[src/rtl/note_source_arbiter_if.sv]
// Handshake bundle between the note source arbiter and its environment.
// slave  : the arbiter (takes live keyboard, song requests and player
//          outputs; drives player resets and the tone path).
// master : the environment (keyboard, song selector, players, tone path).
// Signals:
//   man_key_on/man_key   live keyboard key and code
//   play_req/song_sel    one-cycle song request and its index
//   stop_req             one-cycle stop request
//   src_key_on/src_key   per-player tone outputs (player n: key[4n+3:4n])
//   src_rst              per-player reset, high holds a player at note 0
//   key_on/key           shared tone path
//   mode                 00 IDLE, 01 MANUAL, 10 SONG, 11 GAP
//   cur_song             active or last song index
interface note_source_arbiter_if #(
    parameter int NUM_SONGS = 4,
    parameter int SW        = $clog2(NUM_SONGS)
);
    logic                   man_key_on;
    logic [3:0]             man_key;
    logic                   play_req;
    logic [SW-1:0]          song_sel;
    logic                   stop_req;
    logic [NUM_SONGS-1:0]   src_key_on;
    logic [4*NUM_SONGS-1:0] src_key;
    logic [NUM_SONGS-1:0]   src_rst;
    logic                   key_on;
    logic [3:0]             key;
    logic [1:0]             mode;
    logic [SW-1:0]          cur_song;

    modport master (
        output man_key_on, man_key, play_req, song_sel, stop_req,
               src_key_on, src_key,
        input  src_rst, key_on, key, mode, cur_song
    );

    modport slave (
        input  man_key_on, man_key, play_req, song_sel, stop_req,
               src_key_on, src_key,
        output src_rst, key_on, key, mode, cur_song
    );
endinterface

[src/rtl/note_source_arbiter.sv]
// Shares one tone path between the live keyboard and NUM_SONGS looping song
// players. Idle players are held in reset; exactly one is released while a
// song plays. Live keys preempt playback and every change of source passes
// through a silent gap of GAP_CYCLES cycles.
// Ports:
//   clk  system clock
//   rst  asynchronous, active-high reset
//   bus  note_source_arbiter_if.slave (see interface header)
// All outputs are registered.
module note_source_arbiter #(
    parameter int NUM_SONGS  = 4,
    parameter int GAP_CYCLES = 5_000_000
) (
    input  logic                  clk,
    input  logic                  rst,
    note_source_arbiter_if.slave  bus
);
    localparam int              SW          = $clog2(NUM_SONGS);
    localparam logic [SW:0]     NUM_SONGS_W = (SW+1)'(NUM_SONGS);
    localparam logic [25:0]     GAP_LAST    = 26'(GAP_CYCLES - 1);

    typedef enum logic [1:0] {
        IDLE   = 2'b00,
        MANUAL = 2'b01,
        SONG   = 2'b10,
        GAP    = 2'b11
    } state_t;

    state_t                 state, state_n;
    logic                   key_on_q, key_on_n;
    logic [3:0]             key_q, key_n;
    logic [NUM_SONGS-1:0]   src_rst_q, src_rst_n;
    logic [SW-1:0]          cur_song_q, cur_song_n;
    logic                   pend_vld, pend_vld_n;
    logic [SW-1:0]          pend_idx, pend_idx_n;
    logic [25:0]            gap_cnt, gap_cnt_n;
    logic                   play_ok;

    // All players in reset except the selected one.
    function automatic logic [NUM_SONGS-1:0] release_mask(input logic [SW-1:0] idx);
        release_mask      = '1;
        release_mask[idx] = 1'b0;
    endfunction

    // Out-of-range indices are dropped everywhere.
    assign play_ok = bus.play_req && ({1'b0, bus.song_sel} < NUM_SONGS_W);

    always_ff @(posedge clk or posedge rst) begin
        if (rst) begin
            state      <= IDLE;
            key_on_q   <= 1'b0;
            key_q      <= 4'd0;
            src_rst_q  <= '1;
            cur_song_q <= '0;
            pend_vld   <= 1'b0;
            pend_idx   <= '0;
            gap_cnt    <= '0;
        end else begin
            state      <= state_n;
            key_on_q   <= key_on_n;
            key_q      <= key_n;
            src_rst_q  <= src_rst_n;
            cur_song_q <= cur_song_n;
            pend_vld   <= pend_vld_n;
            pend_idx   <= pend_idx_n;
            gap_cnt    <= gap_cnt_n;
        end
    end

    always_comb begin
        state_n    = state;
        key_on_n   = 1'b0;
        key_n      = key_q;
        src_rst_n  = src_rst_q;
        cur_song_n = cur_song_q;
        pend_vld_n = pend_vld;
        pend_idx_n = pend_idx;
        gap_cnt_n  = gap_cnt;

        unique case (state)
            IDLE: begin
                src_rst_n = '1;
                if (bus.man_key_on) begin
                    state_n  = MANUAL;
                    key_on_n = 1'b1;
                    key_n    = bus.man_key;
                end else if (play_ok) begin
                    state_n    = SONG;
                    cur_song_n = bus.song_sel;
                    src_rst_n  = release_mask(bus.song_sel);
                end
            end

            MANUAL: begin
                if (bus.man_key_on) begin
                    key_on_n = 1'b1;
                    key_n    = bus.man_key;
                end else begin
                    state_n   = GAP;
                    gap_cnt_n = '0;
                end
            end

            SONG: begin
                if (bus.man_key_on || bus.stop_req || play_ok) begin
                    // Any exit re-arms all player resets on the GAP edge;
                    // a request (even for the same song) restarts it after the gap.
                    state_n    = GAP;
                    gap_cnt_n  = '0;
                    src_rst_n  = '1;
                    pend_vld_n = !(bus.man_key_on || bus.stop_req);
                    pend_idx_n = bus.song_sel;
                end else begin
                    key_on_n = bus.src_key_on[cur_song_q];
                    key_n    = bus.src_key[{cur_song_q, 2'b00} +: 4];
                end
            end

            GAP: begin
                src_rst_n = '1;
                if (bus.stop_req) begin
                    pend_vld_n = 1'b0;
                end else if (play_ok) begin
                    pend_vld_n = 1'b1;
                    pend_idx_n = bus.song_sel;
                end

                if (gap_cnt == GAP_LAST) begin
                    // Exit uses the pending value as updated this very cycle.
                    gap_cnt_n = '0;
                    if (bus.man_key_on) begin
                        state_n    = MANUAL;
                        pend_vld_n = 1'b0;
                        key_on_n   = 1'b1;
                        key_n      = bus.man_key;
                    end else if (pend_vld_n) begin
                        state_n    = SONG;
                        cur_song_n = pend_idx_n;
                        src_rst_n  = release_mask(pend_idx_n);
                        pend_vld_n = 1'b0;
                    end else begin
                        state_n = IDLE;
                    end
                end else begin
                    gap_cnt_n = gap_cnt + 26'd1;
                end
            end

            default: state_n = IDLE;
        endcase
    end

    assign bus.key_on   = key_on_q;
    assign bus.key      = key_q;
    assign bus.src_rst  = src_rst_q;
    assign bus.mode     = state;
    assign bus.cur_song = cur_song_q;
endmodule

[src/flat_wrapper.sv]
// flat-port wrapper written by rule: the top's interface ports become plain ports
module note_source_arbiter_flat 
#(
    parameter int NUM_SONGS  = 4,
    parameter int GAP_CYCLES = 5_000_000
)
  (clk, rst, bus_man_key_on, bus_man_key, bus_play_req, bus_song_sel, bus_stop_req, bus_src_key_on, bus_src_key, bus_src_rst, bus_key_on, bus_key, bus_mode, bus_cur_song);
  note_source_arbiter_if #(.NUM_SONGS(NUM_SONGS)) bus_i ();
  input  logic clk;
  input  logic rst;
  input wire logic [$bits(bus_i.man_key_on)-1:0] bus_man_key_on;
  input wire logic [$bits(bus_i.man_key)-1:0] bus_man_key;
  input wire logic [$bits(bus_i.play_req)-1:0] bus_play_req;
  input wire logic [$bits(bus_i.song_sel)-1:0] bus_song_sel;
  input wire logic [$bits(bus_i.stop_req)-1:0] bus_stop_req;
  input wire logic [$bits(bus_i.src_key_on)-1:0] bus_src_key_on;
  input wire logic [$bits(bus_i.src_key)-1:0] bus_src_key;
  output wire logic [$bits(bus_i.src_rst)-1:0] bus_src_rst;
  output wire logic [$bits(bus_i.key_on)-1:0] bus_key_on;
  output wire logic [$bits(bus_i.key)-1:0] bus_key;
  output wire logic [$bits(bus_i.mode)-1:0] bus_mode;
  output wire logic [$bits(bus_i.cur_song)-1:0] bus_cur_song;
  assign bus_i.man_key_on = bus_man_key_on;
  assign bus_i.man_key = bus_man_key;
  assign bus_i.play_req = bus_play_req;
  assign bus_i.song_sel = bus_song_sel;
  assign bus_i.stop_req = bus_stop_req;
  assign bus_i.src_key_on = bus_src_key_on;
  assign bus_i.src_key = bus_src_key;
  assign bus_src_rst = bus_i.src_rst;
  assign bus_key_on = bus_i.key_on;
  assign bus_key = bus_i.key;
  assign bus_mode = bus_i.mode;
  assign bus_cur_song = bus_i.cur_song;
  note_source_arbiter #(.NUM_SONGS(NUM_SONGS), .GAP_CYCLES(GAP_CYCLES)) u_core (.clk(clk), .rst(rst), .bus(bus_i));
endmodule
[config.mk]
export PLATFORM = sky130hd
export DESIGN_NAME = note_source_arbiter_flat
export DESIGN_NICKNAME = d
export VERILOG_FILES = /design/src/rtl/note_source_arbiter_if.sv /design/src/rtl/note_source_arbiter.sv /design/src/flat_wrapper.sv
export SDC_FILE = /design/constraint.sdc
export NUM_CORES = 1
export LEC_CHECK = 0
export ABC_AREA = 1
export CELL_PAD_IN_SITES_DETAIL_PLACEMENT = 1
export CELL_PAD_IN_SITES_GLOBAL_PLACEMENT = 2
export CORE_MARGIN = 3
export CORE_UTILIZATION = 30
export DETAILED_ROUTE_END_ITERATION = 6
export PLACE_DENSITY = 0.79
export SLEW_MARGIN = 0
export SYNTH_ARGS = -nofsm -noshare
export SYNTH_HDL_FRONTEND = slang
export SYNTH_SLANG_ARGS = --single-unit
[constraint.sdc]
create_clock -name clk -period 2.55 [get_ports clk]
set_clock_uncertainty 0.15 [all_clocks]
set_input_delay 0.255 -clock clk [delete_from_list [all_inputs] [get_ports clk]]
set_output_delay 0.255 -clock clk [all_outputs]
set_load 0.005 [all_outputs]
* After elaboration in Yosys (flattened, before gate mapping)
Index checks and enable logic that the tools add are counted.
** Operators by class
- Reduce and logical (&&, ||, !) cells :: 17
- Bitwise logic cells :: 2
- Order comparisons :: 5
- Add/subtract/negate cells :: 1
- Shift-type cells :: 1
- Equality and inequality tests :: 13
- Muxes and demuxes :: 50
** Operators with widths (count)
- $mux 26 :: 3
- $pmux 26 s3 :: 1
- $mux 4 :: 9
- $mux 2 :: 16
- $add 26x1->26 const B :: 1
- $eq 26x23->1 const B :: 1
- $pmux 4 s3 :: 2
- $shiftx 16x5->4 :: 1
- $mux 1 :: 11
- $ne 2x2->1 const B :: 5
- $lt 2x3->1 const B :: 3
- $not 4->4 :: 2
- $pmux 2 s2 :: 2
- $pmux 2 s4 :: 1
- $ne 2x1->1 const B :: 3
- $reduce_and 2->1 :: 3
- $reduce_and 6->1 :: 1
- $reduce_bool 3->1 :: 2
- $demux 1 s2 :: 2
- $eq 2x2->1 const B :: 2
- $ge 2x1->1 const B :: 2
- $reduce_and 4->1 :: 1
- $reduce_bool 2->1 :: 2
- $ne 3x3->1 const B :: 1
- other kinds (10) :: 12
** Storage, ports and cells
- Input port bits :: 31
- Word-level logic and storage cells :: 97
- Flip-flop bits (word level) :: 42

* Longest topological paths before layout
Gate-level depths: netlist of the first run.
- Depth in word-level cells :: 12
- Gate-level depth with buffers :: 13

* Least setup slack after synthesis of the first run
No wires, ideal clock.
- Path type :: register to register
- From :: register u_core.state[0], in the netlist u_core.bus.mode[0]
- To :: register u_core.pend_idx[0]
- Path buffers :: 1
- Path slack :: 719 ps
- Stages on the path, launching flop included :: 9
- Arrival time :: 1556 ps
- Cells stage by stage :: dfrtp_1 inv_1 ha_1 buf_6 inv_4 nor2_2 nand2_4 o21ai_1 mux2_2
** Between the ends
- Longest elaborated chain between the ends :: 3
- Elaborated cells on any way between the ends :: 6
- Classes of those cells :: 3 x eq/ne; 1 x mux; 2 x reduce/logical
** RTL lines
- start, declared :: RTL line note_source_arbiter.sv:29 : state_t state, state_n;
- start signal, assigned :: RTL line note_source_arbiter.sv:59 : state <= state_n;
- $eq 2x2->1 :: RTL line note_source_arbiter.sv:80 : unique case (state)
- $ne 2x1->1 (no source line) or $reduce_bool 2->1 (tied branches)
- $reduce_and 2->1 (no source line)
- end signal, assigned :: RTL line note_source_arbiter.sv:65 : pend_idx <= pend_idx_n;
- end, declared :: RTL line note_source_arbiter.sv:35 : logic [SW-1:0] pend_idx, pend_idx_n;
Several ways; a longest one is shown, not always the timed one.
A chain may end at the register's enable or synchronous reset.

* Worst setup path in the final report of the first run
Same ends and word-level chain as after synthesis.

==> summary.md, run 1 <==
| Metric | Value |
|---|---|
| Status | `completed` |
| Port Buffers | `43` |
| Worst path arrival time | `2220 ps` |
| Drt first pass iters | `4` |
| Drt drc | `0` |
| Total global-route track usage | `0.171` |
| R2R Path End | `u_core.pend_idx[0]` |
| PostCTS Resize Cnt | `0` |
| F_max | `0.459 GHz` |
| Initial Util | `0.311` |
| Worst-path clk slew | `90 ps` |
| Pwr Total | `2.69 mW` |
| WL final | `8610 um` |
| Kind of critical path | `register to register` |
| Root Buffer | `clkbuf_8` |
| CTS Buf Count | `5` |
| Setup repair after global routing missed its margin | `no` |
| Mapped Avg Cell Area | `6.65 sq um` |
| Min-Delay Path Class | `input port to async pin` |
| Global-route wire length before repair | `15300 um` |
| Post-CTS setup repair buffer count | `0` |
| # H-tree levels | `2` |
| Core ar. | `0.00933 sq mm` |
| Final hold slack | `245 ps` |
| Die Span Y | `104 um` |
| FF+latch count, synth | `42` |
| Clk buf depth | `2` |
| CTS tree | `done` |
| WL/cell | `14.1 um` |
| Nets@finish | `516` |
| Antenna diodes | `0` |
| Worst vdd ir | `0.228 mV` |
| CP required | `2590 ps` |
| Dpl hpwl | `6760 um` |
| Synth top area share | `0.328` |
| Reg2Reg Depth | `7` |
| Startpoint Class | `register` |
| Synth-to-layout area growth | `21.6%` |
| Post-synth design cell area | `0.00290 sq mm` |
| Pre-CTS setup slack | `363 ps` |
| Max-cap violation count | `0` |
| Synth cell types | `35` |
| Setup ws final | `372 ps` |
| CP max stage cell | `dfrtp_1` |
| Buffer and inverter count on the worst path | `2` |
| Ports | `44` |
| Synth area leader | `dfrtp_1` |
| CTS Hold Bufs | `0` |
| Clk Latency, worst-skew pair | `300 ps` |
| Ys Warns | `0` |
| Final Util | `0.378` |
| Synth area leaders | `dfrtp_1 (33%), nand2_1 (19%), nor2_1 (9.7%)` |
| Via count | `2868` |
| Final min period | `2180 ps` |
| Hold Vio Cnt, Final | `0` |
| Slew Limit Fails | `0` |
| CP top delay family | `flip-flops` |
| Pwr Density | `764 mW/mm^2` |
| CP peak stage delay | `430 ps` |
| Setup TNS | `0 ps` |
| Period Utilization, post-route | `0.854` |
| # rows | `35` |
| Largest net degree at the start of global routing | `43` |
| Reg2Reg Setup Slack | `370 ps` |
| Leak | `1.61 nW` |
| Worst Max-Slew Pin Slew | `616 ps` |
| Vias in the first global route | `3088` |
| Full die area | `0.0109 sq mm` |
| Antenna violation net count after detailed routing | `0` |
| Crit. End Element | `register` |
| Initial antenna violation count | `0` |
| Layout cells sized above 1 | `0.0748` |
| Worst r2r src | `u_core.bus.mode[0]` |
| Die extent in x | `104 um` |
| Slew margin rel. | `0.589` |
| Post-Syn Instances | `436` |
| Crit-path cells | `inv_1, ha_1, inv_4, nor2_2, nand2_4, o21ai_1, mux2_2` |
| Initial DRC Count | `87` |
| Crit. path cell count | `7` |
| Congestion Overflow GR | `0` |
| Critical path origin | `u_core.bus.mode[0]` |
| CTS Sinks | `42` |
| Crit path max fanout | `10` |
| Final setup fails | `0` |
| Post-synthesis sequential area ratio | `0.364` |
| CP Capture Point | `u_core.pend_idx[0]` |
| Syn nets | `472` |
| DR vias/cell | `4.70` |
| Layout fillers | `1207` |
| RePlAce Congestion | `0.802` |
## placed cells by master, fill, tap and decap left out, drive strengths merged, types with 2 or more instances in the layout
master,instances
a21oi,5
clkbuf,7
clkdlybuf4s50,43
clkinv,2
dfrtp,38
dfstp,4
ha,5
inv,47
nand2,150
nand3,47
nand3b,3
nand4,6
nor2,84
nor3,7
o211ai,2
o21ai,15
xnor2,3
xor2,5
## how the worst min path moves through the flow
stage | endpoint | slack (ps) | depth (start not counted)
final | u_core.gap_cnt[5] | 240 | 3
after global routing | u_core.pend_idx[0] | 300 | 3
after CTS | u_core.pend_idx[0] | 270 | 3
after detailed placement | u_core.bus.src_rst[3] | 310 | 2
after global placement | u_core.bus.key[1] | 310 | 2
after floorplan | u_core.pend_vld | 300 | 2
## metal layers
metal	global-route usage	up-vias	routed length (um)
met5	0	-	0
met4	0.0342	0	67
met3	0.0273	8	259
met2	0.280	36	3970
met1	0.238	1372	4310
li1	-	1452	-
## cell usage after synthesis
| library cell | instances |
|---|---|
| ha_1 | 5 |
| or2_2 | 1 |
| nor2_2 | 8 |
| xor2_1 | 5 |
| and2_1 | 1 |
| nand3b_1 | 3 |
| mux2_2 | 1 |
| nor3_1 | 7 |
| o21ai_1 | 2 |
| nand2_8 | 1 |
| clkinv_1 | 1 |
| nand3_1 | 45 |
| nand2_2 | 3 |
| inv_1 | 44 |
| nor2_1 | 75 |
| o31ai_1 | 1 |
| a21oi_4 | 1 |
| clkbuf_1 | 2 |
| nand2_1 | 143 |
| buf_6 | 4 |
| o211ai_1 | 2 |
| inv_4 | 2 |
| dfstp_2 | 4 |
| inv_2 | 2 |
| nand2_4 | 3 |
| xnor2_1 | 3 |
| nor2_4 | 1 |
| nand3_2 | 2 |
| buf_2 | 1 |
| o21ai_0 | 13 |
| a21oi_1 | 4 |
| nand4_1 | 6 |
| dfrtp_1 | 38 |
| o22ai_1 | 1 |
| a211oi_1 | 1 |
## power by group
group | switching, mW | internal [mW] | leakage (nW)
Sequential | 0.108 | 0.808 | 0.554
Clock | 0.243 | 0.194 | 0.0385
Combinational | 0.828 | 0.511 | 1.02
## area by class of cell
cell class,instances,area [sq um],area share
clock inverters,1,7.51,0.00213
multi-input cells,338,1600,0.453
clock buffers,7,76.3,0.0217
flip-flops and latches,42,1060,0.300
repair buffers,44,438,0.124
inverters,49,189,0.0536
well taps,129,161,0.0458
## sequential cells by signal, indices dropped and copies added (netlist names)
register and flops:
u_core.pend_vld 1, u_core.gap_cnt 26, u_core.bus.key 4, u_core.bus.mode 2, u_core.pend_idx 2, u_core.bus.cur_song 2, u_core.bus.src_rst 4, u_core.bus.key_on 1
## logic make-up after synthesis
kind of cell / after synthesis / share of synthesized area
XOR/XNOR: 8 / 0.0242
adder cells (fa/ha/maj): 5 / 0.0216
AO/OA/AOI/OAI: 25 / 0.0509
flip-flops: 42 / 0.364
multiplexers: 1 / 0.00388
buffers and inverters: 56 / 0.0850
AND/OR/NAND/NOR: 299 / 0.450
## metrics by stage
step | instances | cell area, sq um
2_1_floorplan | 436 | 2900
3_3_place_gp | 602 | 3440
3_5_place_dp | 602 | 3440
4_1_cts | 610 | 3520
5_1_grt | 610 | 3520
6_report | 610 | 3520
## worst register-to-register path: stages, from the launching register on
cell and delay, ps:
dfrtp_1 430, inv_1 100, ha_1 430, inv_4 100
nor2_2 140, nand2_4 100, o21ai_1 240, mux2_2 380
Note: power is estimated with default switching activity, not from simulation.
==> run 2, diff against run 1 <==
- RECOVER_POWER: default -> 50
==> run 2 against run 1 <==
Final cell count did not move. Utilization about the same. Final area about the same. Non-clock buffer count unchanged. Routed wire length increased by 0.10%. Sequential power is essentially flat. Register-to-register slack about the same. Combinational power about the same. Die area unchanged. Worst setup slack stayed put. Power decreased by 0.77%. Clock power barely moved.
==> summary.md, run 2 (same netlist as run 1, synthesis figures left out) <==
| Metric | Value |
|---|---|
| Status | `completed` |
| Ports | `44` |
| Pwr Density | `759 mW/mm^2` |
| Seq. cell area | `0.00106 sq mm` |
| Min-Delay Path Class | `register to register` |
| Antenna violation net count after detailed routing | `0` |
| Die extent in x | `104 um` |
| # H-tree levels | `2` |
| Full die area | `0.0109 sq mm` |
| Initial antenna violation count | `0` |
| Commonest non-fill, non-tap cell in the layout | `nand2_1` |
| Drt drc | `0` |
| Global-route wire length before repair | `15300 um` |
| Most frequent cells in the layout | `nand2_1 (143), nor2_1 (75), nand3_1 (45), inv_1 (43), dfrtp_1 (38)` |
| WL final | `8620 um` |
| Drt first pass iters | `4` |
| Placed cell area | `0.00344 sq mm` |
| Reg2Reg Setup Slack | `370 ps` |
| DR vias/cell | `4.72` |
| CP required | `2590 ps` |
| Post-CTS setup repair buffer count | `0` |
| Vias in the first global route | `3088` |
| Leak | `1.62 nW` |
| Crit. End Element | `register` |
| CTS tree | `done` |
| Synth-to-layout area growth | `21.5%` |
| Initial DRC Count | `89` |
| # rows | `35` |
| RePlAce Congestion | `0.802` |
| Clk buf depth | `2` |
| Crit path max fanout | `10` |
| Worst vdd ir | `0.228 mV` |
| CTS Sinks | `42` |
| Area of the multi-input gates | `0.00160 sq mm` |
| Final min period | `2180 ps` |
| WL/cell | `14.1 um` |
| Largest register FFs | `26` |
| Via count | `2877` |
| Pwr Total | `2.67 mW` |
| Nets@finish | `516` |
| Setup repair after global routing missed its margin | `no` |
| Antenna diodes | `0` |
| Slew Limit Fails | `0` |
| Period Utilization, post-route | `0.854` |
| CTS Buf Count | `5` |
| Clk Latency, worst-skew pair | `300 ps` |
| Core ar. | `0.00933 sq mm` |
| F_max | `0.459 GHz` |
| Layout cells sized above 1 | `0.0748` |
| Slew margin rel. | `0.278` |
| Worst Max-Slew Pin Slew | `1080 ps` |
| Total global-route track usage | `0.171` |
| Startpoint Class | `register` |
| Worst path arrival time | `2210 ps` |
| Largest net degree at the start of global routing | `43` |
| Post-route cell area | `0.00352 sq mm` |
| Root Buffer | `clkbuf_8` |
| Biggest register | `u_core.gap_cnt` |
| Layout fillers | `1207` |
| Worst-path clk slew | `80 ps` |
| Dpl hpwl | `6760 um` |
| Setup TNS | `0 ps` |
| Final Util | `0.378` |
| Final setup fails | `0` |
| Hold Vio Cnt, Final | `0` |
| Max-cap violation count | `0` |
| Initial Util | `0.311` |
| Kind of critical path | `register to register` |
| Die Span Y | `104 um` |
| Congestion Overflow GR | `0` |
| Port Buffers | `43` |
| CTS Hold Bufs | `0` |
| PostCTS Resize Cnt | `0` |
## run 2: changes by cell type in the layout (fill, tap and decap cells not counted)
| cell | change |
|---|---|
| buf_4 | -1 |
| clkbuf_2 | +1 |
| dlygate4sd3_1 | +7 |
| clkdlybuf4s50_1 | -7 |
## run 2: metal layers
metal | vias up | GRT usage | part of all wire
li1 | 1450 | - | -
met5 | - | 0 | 0
met4 | 0 | 0.0342 | 0.0077
met2 | 35 | 0.280 | 0.46
met1 | 1385 | 0.238 | 0.51
met3 | 7 | 0.0273 | 0.026
## run 2: path summary, 6_finish.rpt
| check | end | depth (start not counted) | start |
|---|---|---|---|
| min | u_core.bus.key[2] | 2 | u_core.bus.key[2] |
| min reg2reg | u_core.bus.key[2] | 2 | u_core.bus.key[2] |
| max | u_core.pend_idx[0] | 7 | u_core.bus.mode[0] |
| min in group asynchronous | u_core.gap_cnt[5] | 3 | rst |
| max in group asynchronous | u_core.bus.key[3] | 3 | rst |
| max reg2reg | u_core.pend_idx[0] | 7 | u_core.bus.mode[0] |
## run 2: power breakdown
part / total (mW) / internal, mW / switching [mW]
logic: 1.32 / 0.494 / 0.828
clock network: 0.436 / 0.194 / 0.242
registers: 0.914 / 0.808 / 0.107
## run 2: critical path: stages (launching register included)
cell and delay, ps:
dfrtp_1 430, inv_1 100, ha_1 430, inv_4 100, nor2_2 140, nand2_4 100, o21ai_1 230, mux2_2 380
## run 2: through the flow
step	hold WS [ps]	instances	setup slack [ps]
after global routing	350	610	147
after global placement	306	602	446
after CTS	266	610	365
after detailed placement	310	602	363
after floorplan	299	436	719
final	324	610	372
## run 2: layout make-up
class,instances,area share
Tap cell,129,0.0458
Clock inverter,1,0.00213
Inverter,49,0.0536
Timing Repair Buffer,44,0.124
Multi-Input combinational cell,338,0.453
Sequential cell,42,0.300
Clock buffer,7,0.0217
